[config.mk]
export PLATFORM = sky130hd
export DESIGN_NAME = div23_swallow_ctrl_flat
export DESIGN_NICKNAME = d
export VERILOG_FILES = /design/src/rtl/div23_swallow_ctrl_pkg.sv /design/src/rtl/div23_swallow_ctrl_if.sv /design/src/rtl/div23_swallow_ctrl_dn_cnt.sv /design/src/rtl/div23_swallow_ctrl.sv /design/src/flat_wrapper.sv
export SDC_FILE = /design/constraint.sdc
export NUM_CORES = 1
export LEC_CHECK = 0
export CAP_MARGIN = 30
export CORE_MARGIN = 2
export CORE_UTILIZATION = 45
export CTS_CLUSTER_SIZE = 12
export DETAILED_ROUTE_END_ITERATION = 7
export PLACE_DENSITY = 0.67
export SLEW_MARGIN = 40
export SYNTH_ARGS = -nofsm -noshare
export SYNTH_HDL_FRONTEND = slang
export SYNTH_SLANG_ARGS = --single-unit
[constraint.sdc]
create_clock -name clk_in -period 3.1 [get_ports clk_in]
set_clock_uncertainty 0.2 [all_clocks]
set_input_delay 0.465 -clock clk_in [delete_from_list [all_inputs] [get_ports clk_in]]
set_output_delay 0.465 -clock clk_in [all_outputs]
set_load 0.02 [all_outputs]
[src/rtl/div23_swallow_ctrl_pkg.sv]
// Shared types and helpers for the divide-by-2/3 pulse-swallow controller.
package div_ctrl_pkg;

    typedef enum logic {
        ST_HOLD = 1'b0,
        ST_RUN  = 1'b1
    } state_t;

    typedef enum logic {
        DIV2 = 1'b0,
        DIV3 = 1'b1
    } mod_sel_t;

    // Map a logical modulus choice onto the prescaler's physical select level.
    function automatic logic mod_level(input mod_sel_t sel, input logic div3_lvl);
        return (sel == DIV3) ? div3_lvl : ~div3_lvl;
    endfunction

    // Input-clock cycles spanned by one frame of p prescaler cycles with s divide-by-3 cycles.
    function automatic int unsigned n_total(input int unsigned p, input int unsigned s);
        return 2 * p + s;
    endfunction

endpackage

[src/rtl/div23_swallow_ctrl_if.sv]
// Host/prescaler-side signal bundle of the pulse-swallow controller.
interface div23_swallow_ctrl_if #(
    parameter int unsigned W = 6
);
    logic         en;
    logic         load;
    logic [W-1:0] p_val;
    logic [W-1:0] s_val;
    logic         mod;
    logic         frame_pulse;
    logic         div_clk;
    logic         cfg_pending;
    logic         cfg_err;

    modport master (
        output en, load, p_val, s_val,
        input  mod, frame_pulse, div_clk, cfg_pending, cfg_err
    );

    modport slave (
        input  en, load, p_val, s_val,
        output mod, frame_pulse, div_clk, cfg_pending, cfg_err
    );
endinterface

[src/rtl/div23_swallow_ctrl_dn_cnt.sv]
// W-bit down counter with synchronous reload, optional saturate-at-zero and zero flag.
module div_dn_cnt #(
    parameter int unsigned    W       = 6,
    parameter logic [W-1:0]   RST_VAL = '0,
    parameter bit             SAT     = 1'b1
) (
    input  logic         clk,
    input  logic         rst_n,
    input  logic         reload,
    input  logic         dec,
    input  logic [W-1:0] reload_val,
    output logic [W-1:0] cnt_nxt,
    output logic         zero
);
    logic [W-1:0] cnt;

    always_comb begin
        cnt_nxt = cnt;
        if (reload) begin
            cnt_nxt = reload_val;
        end else if (dec) begin
            if (cnt != '0 || !SAT) begin
                cnt_nxt = cnt - W'(1);
            end
        end
    end

    always_ff @(posedge clk) begin
        if (!rst_n) begin
            cnt <= RST_VAL;
        end else begin
            cnt <= cnt_nxt;
        end
    end

    assign zero = (cnt == '0);
endmodule

[src/rtl/div23_swallow_ctrl.sv]
// Pulse-swallow controller: frames of P prescaler cycles, the first S at divide-by-3.
module div23_swallow_ctrl
    import div_ctrl_pkg::*;
#(
    parameter int unsigned W        = 6,
    parameter int unsigned P_DEF    = 5,
    parameter int unsigned S_DEF    = 0,
    parameter bit          DIV3_LVL = 1'b1
) (
    input  logic               clk_in,
    input  logic               rst_n,
    div23_swallow_ctrl_if.slave bus
);
    state_t       state;
    logic [W-1:0] p_act, s_act;
    logic [W-1:0] p_sh, s_sh;
    logic         pend, err;
    logic         mod_r, fp_r, dclk_r;

    logic         p_zero, s_zero;
    logic [W-1:0] p_nxt, s_nxt;
    logic         boundary, apply, run_nxt, reload, load_ok;
    logic [W-1:0] p_eff, s_eff;

    always_comb begin
        boundary = (state == ST_HOLD) ? bus.en : p_zero;
        apply    = pend && boundary;
        p_eff    = apply ? p_sh : p_act;
        s_eff    = apply ? s_sh : s_act;
        // Leaving RUN is only possible on a frame's last cycle.
        run_nxt  = (state == ST_HOLD) ? bus.en : (!p_zero || bus.en);
        reload   = (state == ST_HOLD) || p_zero;
        load_ok  = (bus.p_val >= W'(2)) && (bus.s_val <= bus.p_val);
    end

    div_dn_cnt #(
        .W       (W),
        .RST_VAL (W'(P_DEF - 1)),
        .SAT     (1'b1)
    ) u_p_cnt (
        .clk        (clk_in),
        .rst_n      (rst_n),
        .reload     (reload),
        .dec        (!reload),
        .reload_val (p_eff - W'(1)),
        .cnt_nxt    (p_nxt),
        .zero       (p_zero)
    );

    div_dn_cnt #(
        .W       (W),
        .RST_VAL (W'(S_DEF)),
        .SAT     (1'b1)
    ) u_s_cnt (
        .clk        (clk_in),
        .rst_n      (rst_n),
        .reload     (reload),
        .dec        (!reload && !s_zero),
        .reload_val (s_eff),
        .cnt_nxt    (s_nxt),
        .zero       (s_zero)
    );

    always_ff @(posedge clk_in) begin
        if (!rst_n) begin
            state  <= ST_HOLD;
            p_act  <= W'(P_DEF);
            s_act  <= W'(S_DEF);
            p_sh   <= W'(P_DEF);
            s_sh   <= W'(S_DEF);
            pend   <= 1'b0;
            err    <= 1'b0;
            mod_r  <= mod_level(DIV2, DIV3_LVL);
            fp_r   <= 1'b0;
            dclk_r <= 1'b0;
        end else begin
            state <= run_nxt ? ST_RUN : ST_HOLD;
            if (apply) begin
                p_act <= p_sh;
                s_act <= s_sh;
            end
            // A load coinciding with an apply stays pending: the old shadow was used above.
            if (bus.load && load_ok) begin
                p_sh <= bus.p_val;
                s_sh <= bus.s_val;
                pend <= 1'b1;
                err  <= 1'b0;
            end else begin
                if (apply) begin
                    pend <= 1'b0;
                end
                if (bus.load) begin
                    err <= 1'b1;
                end
            end
            mod_r  <= mod_level((run_nxt && s_nxt != '0) ? DIV3 : DIV2, DIV3_LVL);
            fp_r   <= run_nxt && (p_nxt == '0);
            dclk_r <= run_nxt && (p_nxt >= (p_eff >> 1));
        end
    end

    assign bus.mod         = mod_r;
    assign bus.frame_pulse = fp_r;
    assign bus.div_clk     = dclk_r;
    assign bus.cfg_pending = pend;
    assign bus.cfg_err     = err;
endmodule

[src/flat_wrapper.sv]
// flat-port wrapper written by rule: the top's interface ports become plain ports
module div23_swallow_ctrl_flat import div_ctrl_pkg::*;
#(
    parameter int unsigned W        = 6,
    parameter int unsigned P_DEF    = 5,
    parameter int unsigned S_DEF    = 0,
    parameter bit          DIV3_LVL = 1'b1
)
  (clk_in, rst_n, bus_en, bus_load, bus_p_val, bus_s_val, bus_mod, bus_frame_pulse, bus_div_clk, bus_cfg_pending, bus_cfg_err);
  div23_swallow_ctrl_if #(.W(W)) bus_i ();
  input  logic clk_in;
  input  logic rst_n;
  input wire logic [$bits(bus_i.en)-1:0] bus_en;
  input wire logic [$bits(bus_i.load)-1:0] bus_load;
  input wire logic [$bits(bus_i.p_val)-1:0] bus_p_val;
  input wire logic [$bits(bus_i.s_val)-1:0] bus_s_val;
  output wire logic [$bits(bus_i.mod)-1:0] bus_mod;
  output wire logic [$bits(bus_i.frame_pulse)-1:0] bus_frame_pulse;
  output wire logic [$bits(bus_i.div_clk)-1:0] bus_div_clk;
  output wire logic [$bits(bus_i.cfg_pending)-1:0] bus_cfg_pending;
  output wire logic [$bits(bus_i.cfg_err)-1:0] bus_cfg_err;
  assign bus_i.en = bus_en;
  assign bus_i.load = bus_load;
  assign bus_i.p_val = bus_p_val;
  assign bus_i.s_val = bus_s_val;
  assign bus_mod = bus_i.mod;
  assign bus_frame_pulse = bus_i.frame_pulse;
  assign bus_div_clk = bus_i.div_clk;
  assign bus_cfg_pending = bus_i.cfg_pending;
  assign bus_cfg_err = bus_i.cfg_err;
  div23_swallow_ctrl #(.W(W), .P_DEF(P_DEF), .S_DEF(S_DEF), .DIV3_LVL(DIV3_LVL)) u_core (.clk_in(clk_in), .rst_n(rst_n), .bus(bus_i));
endmodule
# --- After elaboration in Yosys (flattened, before gate mapping) ---
# Cells that the tools add are included.
op_classes:
  bitwise_logic: 2
  n_mux: 14
  add_sub_neg: 3
  reduce_logical: 20
  magnitude_cmp: 3
op_table:
  columns: ["operator", "n"]
  rows:
  - ["6-bit 2-to-1 mux", 7]
  - ["6-bit zero test", 3]
  - ["6-bit nonzero test", 3]
  - ["6-bit by 1-bit subtractor with 6-bit output, second input constant", 3]
  - ["1-bit logical AND", 7]
  - ["1-bit 2-to-1 mux", 7]
  - ["6-bit by 2-bit >= comparator with 1-bit output, second input constant", 1]
  - ["6-bit by 5-bit >= comparator with 1-bit output", 1]
  - ["6-bit <= comparator", 1]
  - ["1-bit zero test", 3]
  - ["1-bit logical OR", 2]
  - ["1-bit inverter", 2]
  - ["2-bit nonzero test", 1]
  - ["2-bit OR reduction", 1]
word_totals:
  output_inout_bits: 5
  regBits: 42
  elab_cells: 54

# --- Depth between registers and ports, before layout ---
# Gate-level depths: netlist of the first run.
depth:
  depth_word: 10
  ltp_mapped: 17
  depth_no_buf: 15

# --- By module ---
# Synthesis of the first run repeated with hierarchy kept, for this count alone.
hier_totals:
  cells_unflattened: 273
  hier_area_um2: 2458.6
by_module_without_submodules:
  columns: ["module", "cells_each", "seq_area_each_um2", "instances", "area_each_um2"]
  rows:
  - ["div23_swallow_ctrl", 165, 600.6, 1, 1582.8]
  - ["div_dn_cnt", 54, 120.1, 2, 437.9]

# --- Worst setup path before layout of the first run ---
# Ideal clock, no wire load.
synth_timing:
  path_kind: "flip-flop to flip-flop"
  startpoint: "reg u_core.u_p_cnt.cnt[0]"
  endpoint: "reg u_core.dclk_r, in the netlist u_core.bus.div_clk"
  arrival_ps: 2918
  path_buffers: 2
  setup_time_ps: 75
  required_time_ps: 2825
  path_stages_with_launch: 18
  slack_ps: -94
  period_less_slack_ps: 3194
  path_cell_list: "dfxtp_1 -> inv_1 -> ha_1 -> nor2b_1 -> a41o_1 -> buf_6 -> buf_4 -> mux2i_1 -> ha_1 -> nor3b_1 -> xnor2_1 -> nand2_1 -> o211ai_1 -> o21ai_1 -> ha_1 -> and4_1 -> o21ai_1 -> a31oi_1"
synth_between:
  elab_chain_len: 8
  word_cells_on_any_way: 15
synth_lines:
  columns: ["item", "line", "rtl"]
  rows:
  - ["from (decl)", "div23_swallow_ctrl_dn_cnt.sv:15", "logic [W-1:0] cnt;"]
  - ["from (signal assigned)", "div23_swallow_ctrl_dn_cnt.sv:32", "cnt <= cnt_nxt;"]
  - ["6-bit zero test", "div23_swallow_ctrl_dn_cnt.sv:36", "assign zero = (cnt == '0);"]
  - ["1-bit 2-to-1 mux", "div23_swallow_ctrl.sv:26", "boundary = (state == ST_HOLD) ? bus.en : p_zero;"]
  - ["1-bit logical AND", "div23_swallow_ctrl.sv:27", "apply = pend && boundary;"]
  - ["6-bit 2-to-1 mux", null, null]
  - ["6-bit by 1-bit subtractor with 6-bit output", "div23_swallow_ctrl.sv:45", ".reload_val (p_eff - W'(1)),"]
  - ["6-bit 2-to-1 mux (*)", "div23_swallow_ctrl_dn_cnt.sv:19", "if (reload) begin"]
  - ["via u_core.p_nxt[4]", "div23_swallow_ctrl.sv:21", "logic [W-1:0] p_nxt, s_nxt;"]
  - ["6-bit by 5-bit >= comparator with 1-bit output (*)", "div23_swallow_ctrl.sv:98", "dclk_r <= run_nxt && (p_nxt >= (p_eff >> 1));"]
  - ["1-bit logical AND (*)", "div23_swallow_ctrl.sv:98", null]
  - ["to (signal assigned)", "div23_swallow_ctrl.sv:98", null]
  - ["to (decl)", "div23_swallow_ctrl.sv:18", "logic mod_r, fp_r, dclk_r;"]
# The timed path passes the listed nets; every way through them passes the cells marked *.
# A chain may end at the register's enable or synchronous reset.

# --- Worst setup path in the final report of the first run ---
layout_timing:
  startpoint: "in bus_en"
  endpoint: "reg u_core.dclk_r, in the netlist u_core.bus.div_clk"
layout_between:
  elab_chain_len: 7
  word_cells_on_any_way: 9
layout_lines:
  columns: ["item", "line", "rtl"]
  rows:
  - ["from (decl)", "flat_wrapper.sv:13", "input wire logic [$bits(bus_i.en)-1:0] bus_en;"]
  - ["1-bit 2-to-1 mux", "div23_swallow_ctrl.sv:26", null]
  - ["1-bit logical AND", "div23_swallow_ctrl.sv:27", null]
  - ["6-bit 2-to-1 mux", null, null]
  - ["6-bit by 1-bit subtractor with 6-bit output", "div23_swallow_ctrl.sv:45", null]
  - ["6-bit 2-to-1 mux", "div23_swallow_ctrl_dn_cnt.sv:19", null]
  - ["via u_core.p_nxt[4]", "div23_swallow_ctrl.sv:21", null]
  - ["6-bit by 5-bit >= comparator with 1-bit output", "div23_swallow_ctrl.sv:98", null]
  - ["1-bit logical AND", "div23_swallow_ctrl.sv:98", null]
# The timed path passes the listed nets, and every way through them passes these cells.

==> flow_metrics.tcl, run 1 <==
set metrics [dict create \
    async_reset_ff_share_pct 0 \
    yosys.cell_count.top_type "dfxtp_1" \
    cts_root_buffer "clkbuf_8" \
    die-area_um2 5698 \
    drc 0 \
    synth.distinct_cells 52 \
    yosysTopAreaCellShare_pct 36.56 \
    path_class "in2reg" \
    routed_via_density 5.138 \
    grt_overflow_total 0 \
    synth_edf_count 0 \
    yosys-top-cells-area "dfxtp_1, mux2i_1, ha_1, nor2_1, nand2_1" \
    ant_nets 0 \
    p_leak_uw 0.001217 \
    hold_class "reg2reg" \
    routedWlPerCell_um 13.30 \
    clockBufferDepth 2 \
    syn_inst 260 \
    core_area_um2 5010 \
    fin_tns_setup_ns -0.05802 \
    rsz0062_at_grt "yes" \
    final_nets 330 \
    p_per_area_nw_per_um2 479.1 \
    insertedDiodeCount 0 \
    synth_area_um2 2300 \
    irDropWorstVdd_v 0.0002054 \
    clkLatencyLatePin_ns 0.30 \
    ff2ff_path_depth 15 \
    grt_use_total_pct 18.69 \
    areaGrowthSynthToFinish_pct 26.17 \
    grt_pass1_vias 1772 \
    cts_tree "built" \
    final_cell_count_no_fill 370 \
    whs_endpoint "u_core.s_sh[2]" \
    fp.dieH_um 75.49 \
    worstPathArrival_ns 3.19 \
    grt_max_degree 26 \
    dr.pass1.iters 4 \
    clkTransAtPathRegs_ns 0.08 \
    htree_levels 2 \
    max-cap-violations 0 \
    avgSynthCellArea_um2 8.845 \
    numPortBuffers 20 \
    slew_viol_final 0 \
    finalCritPeriodShare_pct 101.9 \
    fin_ws_ns -0.05802 \
    cts_hold_buf 0 \
    cts_buffers 5 \
    synth_top_area_cell "dfxtp_1" \
    antenna_found_initial 0 \
    synth_nets 291 \
    synth_flop_cell "dfxtp_1" \
    fmax_mhz 316.7 \
    boundaryPins 21 \
    worst_pin_slew_ns 0.7599 \
    row_count 26 \
    die_w_um 75.49 \
    start_kind "input pin" \
    min_period_ns 3.158 \
    grt_pass1_wl_um 8107 \
    drive_gt1_share_pct 17.33 \
    cts.sinks 42 \
    slew_headroom_pct 49.03 \
    min_from "u_core.s_sh[2]" \
    crit_path_end_kind "register" \
    finalSetupViolations 1 \
    holdWs_ns 0.2713 \
    finalHoldViolations 0 \
    drtIter0Drc 70 \
    rr_startpoint "u_core.u_p_cnt.cnt[0]" \
    fillers 463 \
    wl_um 4921 \
    cp.required_ns 3.13 \
    r2r_end "u_core.bus.div_clk" \
    violations "setup timing" \
    worstHoldPathCells 2 \
    dpl.cell_count 351 \
    place_congestion 0.7721 \
    ys_ff_latch 42 \
    initial_core_util_pct 45.90 \
    dp_hpwl_um 3463 \
    status "complete, but fails checks" \
    vias 1901 \
    ys_warn_count 0 \
    yosys-top-cells-count "dfxtp_1, nor2_1, mux2i_1" \
    seq_area_frac_synth_pct 36.56 \
    crit_fanout 4 \
    rrSetupSlack_ns -0.06 \
]
[placed cells by master, fill, tap and decap left out, types with 3 or more instances in the layout]
master	count
a21oi_1	8
and2_1	6
buf_4	21
clkbuf_8	6
clkdlybuf4s50_1	20
dfxtp_1	41
ha_1	12
inv_1	10
mux2i_1	26
nand2_1	25
nand3_1	7
nor2_1	33
nor3_1	8
o21ai_0	5
o21ai_1	3
o21bai_1	3
xnor2_1	3
xor2_1	7
[registers in the layout, summed over array words and instances (netlist names)]
signal,flops
u_core.u_s_cnt.cnt,6
u_core.bus.mod,1
u_core.u_p_cnt.cnt,6
u_core.p_act,6
u_core.bus.cfg_err,1
u_core.p_sh,6
u_core.s_sh,6
u_core.bus.div_clk,1
u_core.s_act,6
u_core.bus.cfg_pending,1
u_core.state,1
u_core.bus.frame_pulse,1
[metrics by stage]
stage	area, µm²	utilization, %	setup slack, ns	power (µW)
3_3_place_gp	2643	52.75	-0.1821	984.7
2_1_floorplan	2318	-	0.02587	877.7
6_report	2902	57.92	-0.05802	1390
4_1_cts	2800	55.89	0.001307	1366
5_1_grt	2902	57.92	-0.2018	1463
3_5_place_dp	2643	52.75	-0.2907	989.8
[worst max-delay path by stage]
stage | from | endpoint | slack [ns] | cells after the start
global placement | bus_en | u_core.bus.div_clk | -0.18 | 14
detailed placement | bus_en | u_core.bus.div_clk | -0.29 | 14
floorplan | u_core.u_p_cnt.cnt[0] | u_core.bus.div_clk | 0.03 | 17
finish | bus_en | u_core.bus.div_clk | -0.06 | 14
CTS | bus_en | u_core.bus.div_clk | 0.001 | 13
global route | u_core.u_p_cnt.cnt[0] | u_core.bus.div_clk | -0.20 | 15
[report_power, final]
group          internal, µW  leakage, µW  switching, µW  total, µW
logic                   201     0.000825            197        399
clock network           180    0.0000482            188        368
registers               582     0.000344           41.2        623
[metal layers]
layer  wire, µm  global-route usage (%)  share of wire (%)
met4         86                   8.577                1.7
met1       2335                   24.53                 47
met2       2345                   30.34                 48
met3        155                   2.778                3.1
met5          0                       0                  0
[final cells by class]
| cell class | instances | area (µm²) | area share, % |
|---|---|---|---|
| Multi-Input combinational cell | 195 | 1454 | 50.11 |
| Sequential cell | 42 | 842.1 | 29.02 |
| Timing Repair Buffer | 42 | 377.9 | 13.02 |
| Tap cell | 70 | 87.58 | 3.019 |
| Clock buffer | 7 | 86.33 | 2.975 |
| Inverter | 13 | 48.80 | 1.682 |
| Clock inverter | 1 | 5.005 | 0.1725 |
[cell families (layout without fill, tap and decap cells)]
logic type | Yosys count | after routing | synth area share, %
buffers and inverters | 23 | 63 | 4.516
AND/OR/NAND/NOR | 97 | 97 | 20.57
flip-flops | 42 | 42 | 36.56
XOR/XNOR | 11 | 11 | 4.189
multiplexers | 30 | 30 | 13.33
AO/OA/AOI/OAI | 42 | 42 | 12.68
adder cells (fa/ha/maj) | 15 | 15 | 8.161
[critical path: stages]
cell and delay [ns]:
clkdlybuf4s50_1 0.43, and3b_1 0.18, a41o_4 0.28, mux2i_4 0.19
ha_2 0.24, nor3b_4 0.23, xnor2_2 0.14, nand2_1 0.08
o211ai_1 0.13, o21ai_2 0.14, ha_4 0.30, and4_1 0.16
o21ai_1 0.06, a31oi_1 0.16
[timing repair]
item | 4_1_cts | 5_1_grt
pin swaps | 3 | 8
buffers inserted | 6 | 5
endpoints found under the setup margin | 1 | 1
gates resized for setup | 5 | 10
No activity file was read; power rests on OpenSTA's default activity.
==> run 2: changes to the inputs <==
--- a/config.mk
+++ b/config.mk
@@ -10,7 +10,9 @@
 export CORE_UTILIZATION = 45
 export CTS_CLUSTER_SIZE = 12
 export DETAILED_ROUTE_END_ITERATION = 7
+export GPL_TIMING_DRIVEN = 0
 export PLACE_DENSITY = 0.67
+export SKIP_CTS_REPAIR_TIMING = 1
 export SLEW_MARGIN = 40
 export SYNTH_ARGS = -nofsm -noshare
 export SYNTH_HDL_FRONTEND = slang
==> run 2 against run 1 <==
Net effect:
- the run still ends with setup timing left
- flip-flop and latch count unchanged
- largest power group unchanged
- critical path type is now reg2reg
- worst setup slack better by 0.057 ns
- global-route usage up 0.23 points
- worst hold slack about the same
- first-iteration DRC count up 10%
==> flow_metrics.tcl, run 2 (synthesis results as in run 1) <==
set metrics [dict create \
    clkTransAtPathRegs_ns 0.07 \
    p_per_area_nw_per_um2 479.9 \
    antenna_found_initial 0 \
    status "complete, but fails checks" \
    final_cell_count_no_fill 368 \
    fillers 474 \
    final_common_cell "dfxtp_1" \
    initial_core_util_pct 45.90 \
    internal_power_uw 946.7 \
    routedWlPerCell_um 13.39 \
    design_area_um2 2835 \
    dpl.cell_count 349 \
    pwr-share-seq_pct 45.7 \
    cts_root_buffer "clkbuf_8" \
    ant_nets 0 \
    combPwrFrac_pct 27.9 \
    violations "setup timing" \
    holdWs_ns 0.2715 \
    clockBufferDepth 2 \
    routed_via_density 5.139 \
    grt_pass1_vias 1763 \
    crit_buf_inv 3 \
    fmax_mhz 322.5 \
    grt_pass1_wl_um 8066 \
    switchingPower_uw 413.9 \
    areaGrowthSynthToFinish_pct 23.29 \
    cts_buffers 5 \
    fin_ws_ns -0.0005738 \
    row_count 26 \
    vias 1891 \
    slew_headroom_pct 63.60 \
    core_area_um2 5010 \
    cp_cell_sequence "inv_2 -> ha_4 -> nor2b_4 -> a41o_1 -> buf_6 -> buf_12 -> mux2i_4 -> ha_2 -> nor3b_4 -> xnor2_1 -> nand2_1 -> o211ai_1 -> o21ai_2 -> ha_1 -> and4_1 -> o21ai_1 -> a31oi_1" \
    die-area_um2 5698 \
    fin_util_pct 56.59 \
    boundaryPins 21 \
    slowest_delay_ns 0.33 \
    grt_use_total_pct 18.92 \
    start_kind "register" \
    worstPathArrival_ns 3.06 \
    crit_slowest_cell "dfxtp_2" \
    cp.required_ns 3.06 \
    hold_class "reg2reg" \
    min_period_ns 3.101 \
    cts.sinks 42 \
    drc 0 \
    multiInputGateArea_um2 1423 \
    cp-startpoint "u_core.u_p_cnt.cnt[0]" \
    htree_levels 2 \
    final_cell_mix "dfxtp_1, nor2_1, mux2i_1, nand2_1, clkdlybuf4s50_1" \
    grt_overflow_total 0 \
    drive_gt1_share_pct 14.43 \
    slew_viol_final 0 \
    swShare_pct 30.42 \
    final_nets 328 \
    cts_tree "built" \
    wl_um 4928 \
    numPortBuffers 19 \
    crit_path_end_kind "register" \
    place_congestion 0.8273 \
    grt_max_degree 13 \
    worst_pin_slew_ns 0.5402 \
    pre_cts_slack_ns -0.5925 \
    finalSetupViolations 1 \
    path_class "reg2reg" \
    p_leak_uw 0.001201 \
    regArea_um2 842.1 \
    rsz0062_at_grt "yes" \
    power_frac_clock_pct 26.4 \
    die_w_um 75.49 \
    fp.dieH_um 75.49 \
    postPlaceCellArea_um2 2596 \
    max-cap-violations 0 \
    clkLatencyLatePin_ns 0.29 \
    insertedDiodeCount 0 \
    cp_top_family "adder cells" \
    crit_fanout 4 \
    rr_startpoint "u_core.u_p_cnt.cnt[0]" \
    finalHoldViolations 0 \
    dr.pass1.iters 4 \
    drtIter0Drc 77 \
    finalCritPeriodShare_pct 100.0 \
    irDropWorstVdd_v 0.0002463 \
    min_from "u_core.s_sh[2]" \
    dp_hpwl_um 3722 \
    rrSetupSlack_ns -0.0006 \
]
run 2: cell count changes in the layout (fill, tap and decap cells not counted), sizes merged:
cell | previous run | this run
clkbuf | 7 | 12
clkdlybuf4s50 | 20 | 18
clkinv | 2 | 1
dlymetal6s2s | 0 | 1
inv | 12 | 13
buf | 22 | 16
run 2: final timing paths:
path / end / cells past startpoint
worst min register to register: u_core.s_sh[2] / 2
worst max register to register: u_core.bus.div_clk / 17
worst max-delay path: u_core.bus.div_clk / 17
worst min-delay path: u_core.s_sh[2] / 2
run 2: layout make-up:
cell class / instances / share of cell area [%]
Clock inverter: 1 / 0.1765
Inverter: 13 / 1.721
Multi-Input combinational cell: 195 / 50.18
Clock buffer: 7 / 3.045
Buffer: 10 / 2.383
Sequential cell: 42 / 29.70
Tap cell: 70 / 3.089
Timing Repair Buffer: 30 / 9.709
run 2: worst reg2reg max path, delay by kind of cell (launching register included):
kind            cells  cell delay [ns]
flops               1             0.33
buf+inv             3             0.33
simple gates        4             0.56
fa+ha+maj           3             0.65
mux                 1             0.21
compound gates      5             0.56
xor+xnor            1             0.13
run 2: per-stage QoR:
stage            TNS (ns)  total power, µW
2_1_floorplan           0            877.7
3_3_place_gp      -0.8261            973.7
3_5_place_dp      -0.8554            979.8
4_1_cts           -0.3071             1340
5_1_grt           -0.1732             1440
6_report       -0.0005738             1361
run 2: power groups by stage:
| stage | logic (µW) | registers, µW | clock network [µW] |
|---|---|---|---|
| after floorplan | 243 | 634 | 0 |
| after global placement | 343 | 631 | 0 |
| after detailed placement | 348 | 632 | 0 |
| after CTS | 350 | 619 | 371 |
| after global routing | 421 | 627 | 392 |
| final | 379 | 622 | 360 |
run 2: metal layers:
layer	vias up	part of all wire [%]	wire length, µm	track usage (%)
met5	-	0	0	0
met3	8	3.3	165	4.101
li1	974	-	-	-
met2	36	46	2281	30.72
met1	873	48	2387	23.86
met4	0	1.9	93	9.162
==> run 3: changes to the inputs <==
--- a/config.mk
+++ b/config.mk
@@ -8,10 +8,12 @@
 export CAP_MARGIN = 30
 export CORE_MARGIN = 2
 export CORE_UTILIZATION = 45
+export CTS_CLUSTER_DIAMETER = 60
 export CTS_CLUSTER_SIZE = 12
 export DETAILED_ROUTE_END_ITERATION = 7
+export DONT_BUFFER_PORTS = 1
+export GPL_ROUTABILITY_DRIVEN = 0
 export GPL_TIMING_DRIVEN = 0
-export PLACE_DENSITY = 0.67
 export SKIP_CTS_REPAIR_TIMING = 1
 export SLEW_MARGIN = 40
 export SYNTH_ARGS = -nofsm -noshare
==> run 3 against run 2 <==
Net effect:
- the flow still finishes with violations (setup timing)
- critical path depth shrank 1
- wire length shrank 0.47%
- global-route usage grew 0.098 points
- largest cell class unchanged
- worst hold slack lost 0.16 ns
- register-to-register slack lost 0.02 ns
- cell count shrank 6.3%
==> flow_metrics.tcl, run 3 (synthesis results as in run 1) <==
set metrics [dict create \
    rsz0062_at_grt "yes" \
    dp_hpwl_um 3661 \
    grt_max_degree 14 \
    switchingPower_uw 410.5 \
    drive_gt1_share_pct 14.91 \
    holdWs_ns 0.1126 \
    fin_tns_setup_ns -0.02481 \
    finalSetupViolations 1 \
    ant_nets 0 \
    swShare_pct 27.51 \
    slew_headroom_pct 64.17 \
    cp_top_family "compound AO/OA/AOI/OAI gates" \
    cp_cell_sequence "inv_2 -> ha_4 -> nor2b_4 -> a41o_1 -> buf_6 -> buf_12 -> mux2i_4 -> ha_4 -> nor3b_2 -> xor2_1 -> o211ai_1 -> o21ai_2 -> ha_1 -> and4_1 -> o21ai_1 -> a31oi_1" \
    final_common_cell "dfxtp_1" \
    numPortBuffers 0 \
    hold_class "in2reg" \
    slew_viol_final 0 \
    clkTransAtPathRegs_ns 0.08 \
    grt_overflow_total 0 \
    final_nets 305 \
    combPwrFrac_pct 22.1 \
    drc 0 \
    boundaryPins 21 \
    p_per_area_nw_per_um2 557.9 \
    start_kind "register" \
    final_cell_mix "dfxtp_1, nor2_1, mux2i_1, nand2_1, ha_1" \
    routed_via_density 5.206 \
    insertedDiodeCount 0 \
    status "complete, but fails checks" \
    initial_core_util_pct 45.90 \
    cts_buffers 5 \
    min_period_ns 3.125 \
    power_frac_clock_pct 35.4 \
    core_area_um2 5010 \
    die-area_um2 5698 \
    violations "setup timing" \
    cts_root_buffer "clkbuf_8" \
    crit_path_end_kind "register" \
    die_w_um 75.49 \
    clkLatencyLatePin_ns 0.29 \
    areaGrowthSynthToFinish_pct 16.32 \
    cts_tree "built" \
    slowest_delay_ns 0.36 \
    cpMostUsedCell "ha_4" \
    routedWlPerCell_um 14.22 \
    finalCritPeriodShare_pct 100.8 \
    internal_power_uw 1082 \
    cp.required_ns 3.12 \
    max-cap-violations 0 \
    grt_pass1_vias 1754 \
    fin_ws_ns -0.02481 \
    crit_fanout 3 \
    row_count 26 \
    vias 1796 \
    crit_buf_inv 3 \
    crit_slowest_cell "dfxtp_2" \
    wl_um 4905 \
    p_leak_uw 0.001121 \
    antenna_found_initial 0 \
    finalHoldViolations 0 \
    grt_use_total_pct 19.02 \
    dr.pass1.iters 5 \
    pwr-share-seq_pct 42.5 \
    cts.sinks 42 \
    worst_pin_slew_ns 0.5318 \
    path_class "reg2reg" \
    fp.dieH_um 75.49 \
    htree_levels 2 \
    irDropWorstVdd_v 0.0002358 \
    worstPathArrival_ns 3.15 \
    fmax_mhz 320.0 \
    grt_pass1_wl_um 8197 \
    clockBufferDepth 2 \
    fin_util_pct 53.40 \
    drtIter0Drc 98 \
]
==> run 3: per-stage QoR <==
stage	total power [µW]	cells	setup slack, ns	cell area [µm²]
6_report	1492	345	-0.02481	2675
5_1_grt	1577	345	-0.1795	2675
4_1_cts	1471	338	-0.3032	2549
3_5_place_dp	943.6	330	-0.2703	2406
3_3_place_gp	939.4	330	-0.2342	2406
2_1_floorplan	877.7	260	0.02587	2318
==> run 3: power groups by stage <==
stage	clock network [µW]	registers, µW	logic, µW
detailed placement	0	644	300
CTS	537	631	302
floorplan	0	634	243
global route	560	642	374
finish	528	634	330
global placement	0	643	296
==> run 3: final cells by class <==
class	instances	area, µm²
Fill cell	500	2335
Buffer	10	67.56
Tap cell	70	87.58
Clock buffer	6	82.58
Multi-Input combinational cell	195	1433
Clock inverter	2	60.06
Inverter	13	48.80
Timing Repair Buffer	7	52.55
Sequential cell	42	843.3
==> run 3: layer usage <==
| metal | share of wire (%) | global-route usage [%] | vias to the layer above | wire length, µm |
|---|---|---|---|---|
| met4 | 1.3 | 5.653 | 0 | 63 |
| met1 | 50 | 26.54 | 822 | 2438 |
| met2 | 44 | 29.66 | 37 | 2152 |
| met5 | 0 | 0 | - | 0 |
| li1 | - | - | 928 | - |
| met3 | 5.1 | 4.101 | 9 | 251 |
==> run 3: final timing paths <==
| check | startpoint | end | slack [ns] | cells after the start |
|---|---|---|---|---|
| max | u_core.u_p_cnt.cnt[0] | u_core.bus.div_clk | -0.02 | 16 |
| min | bus_s_val[3] | u_core.s_sh[3] | 0.11 | 2 |
| max reg2reg | u_core.u_p_cnt.cnt[0] | u_core.bus.div_clk | -0.02 | 16 |
| min reg2reg | u_core.s_sh[2] | u_core.s_sh[2] | 0.28 | 2 |
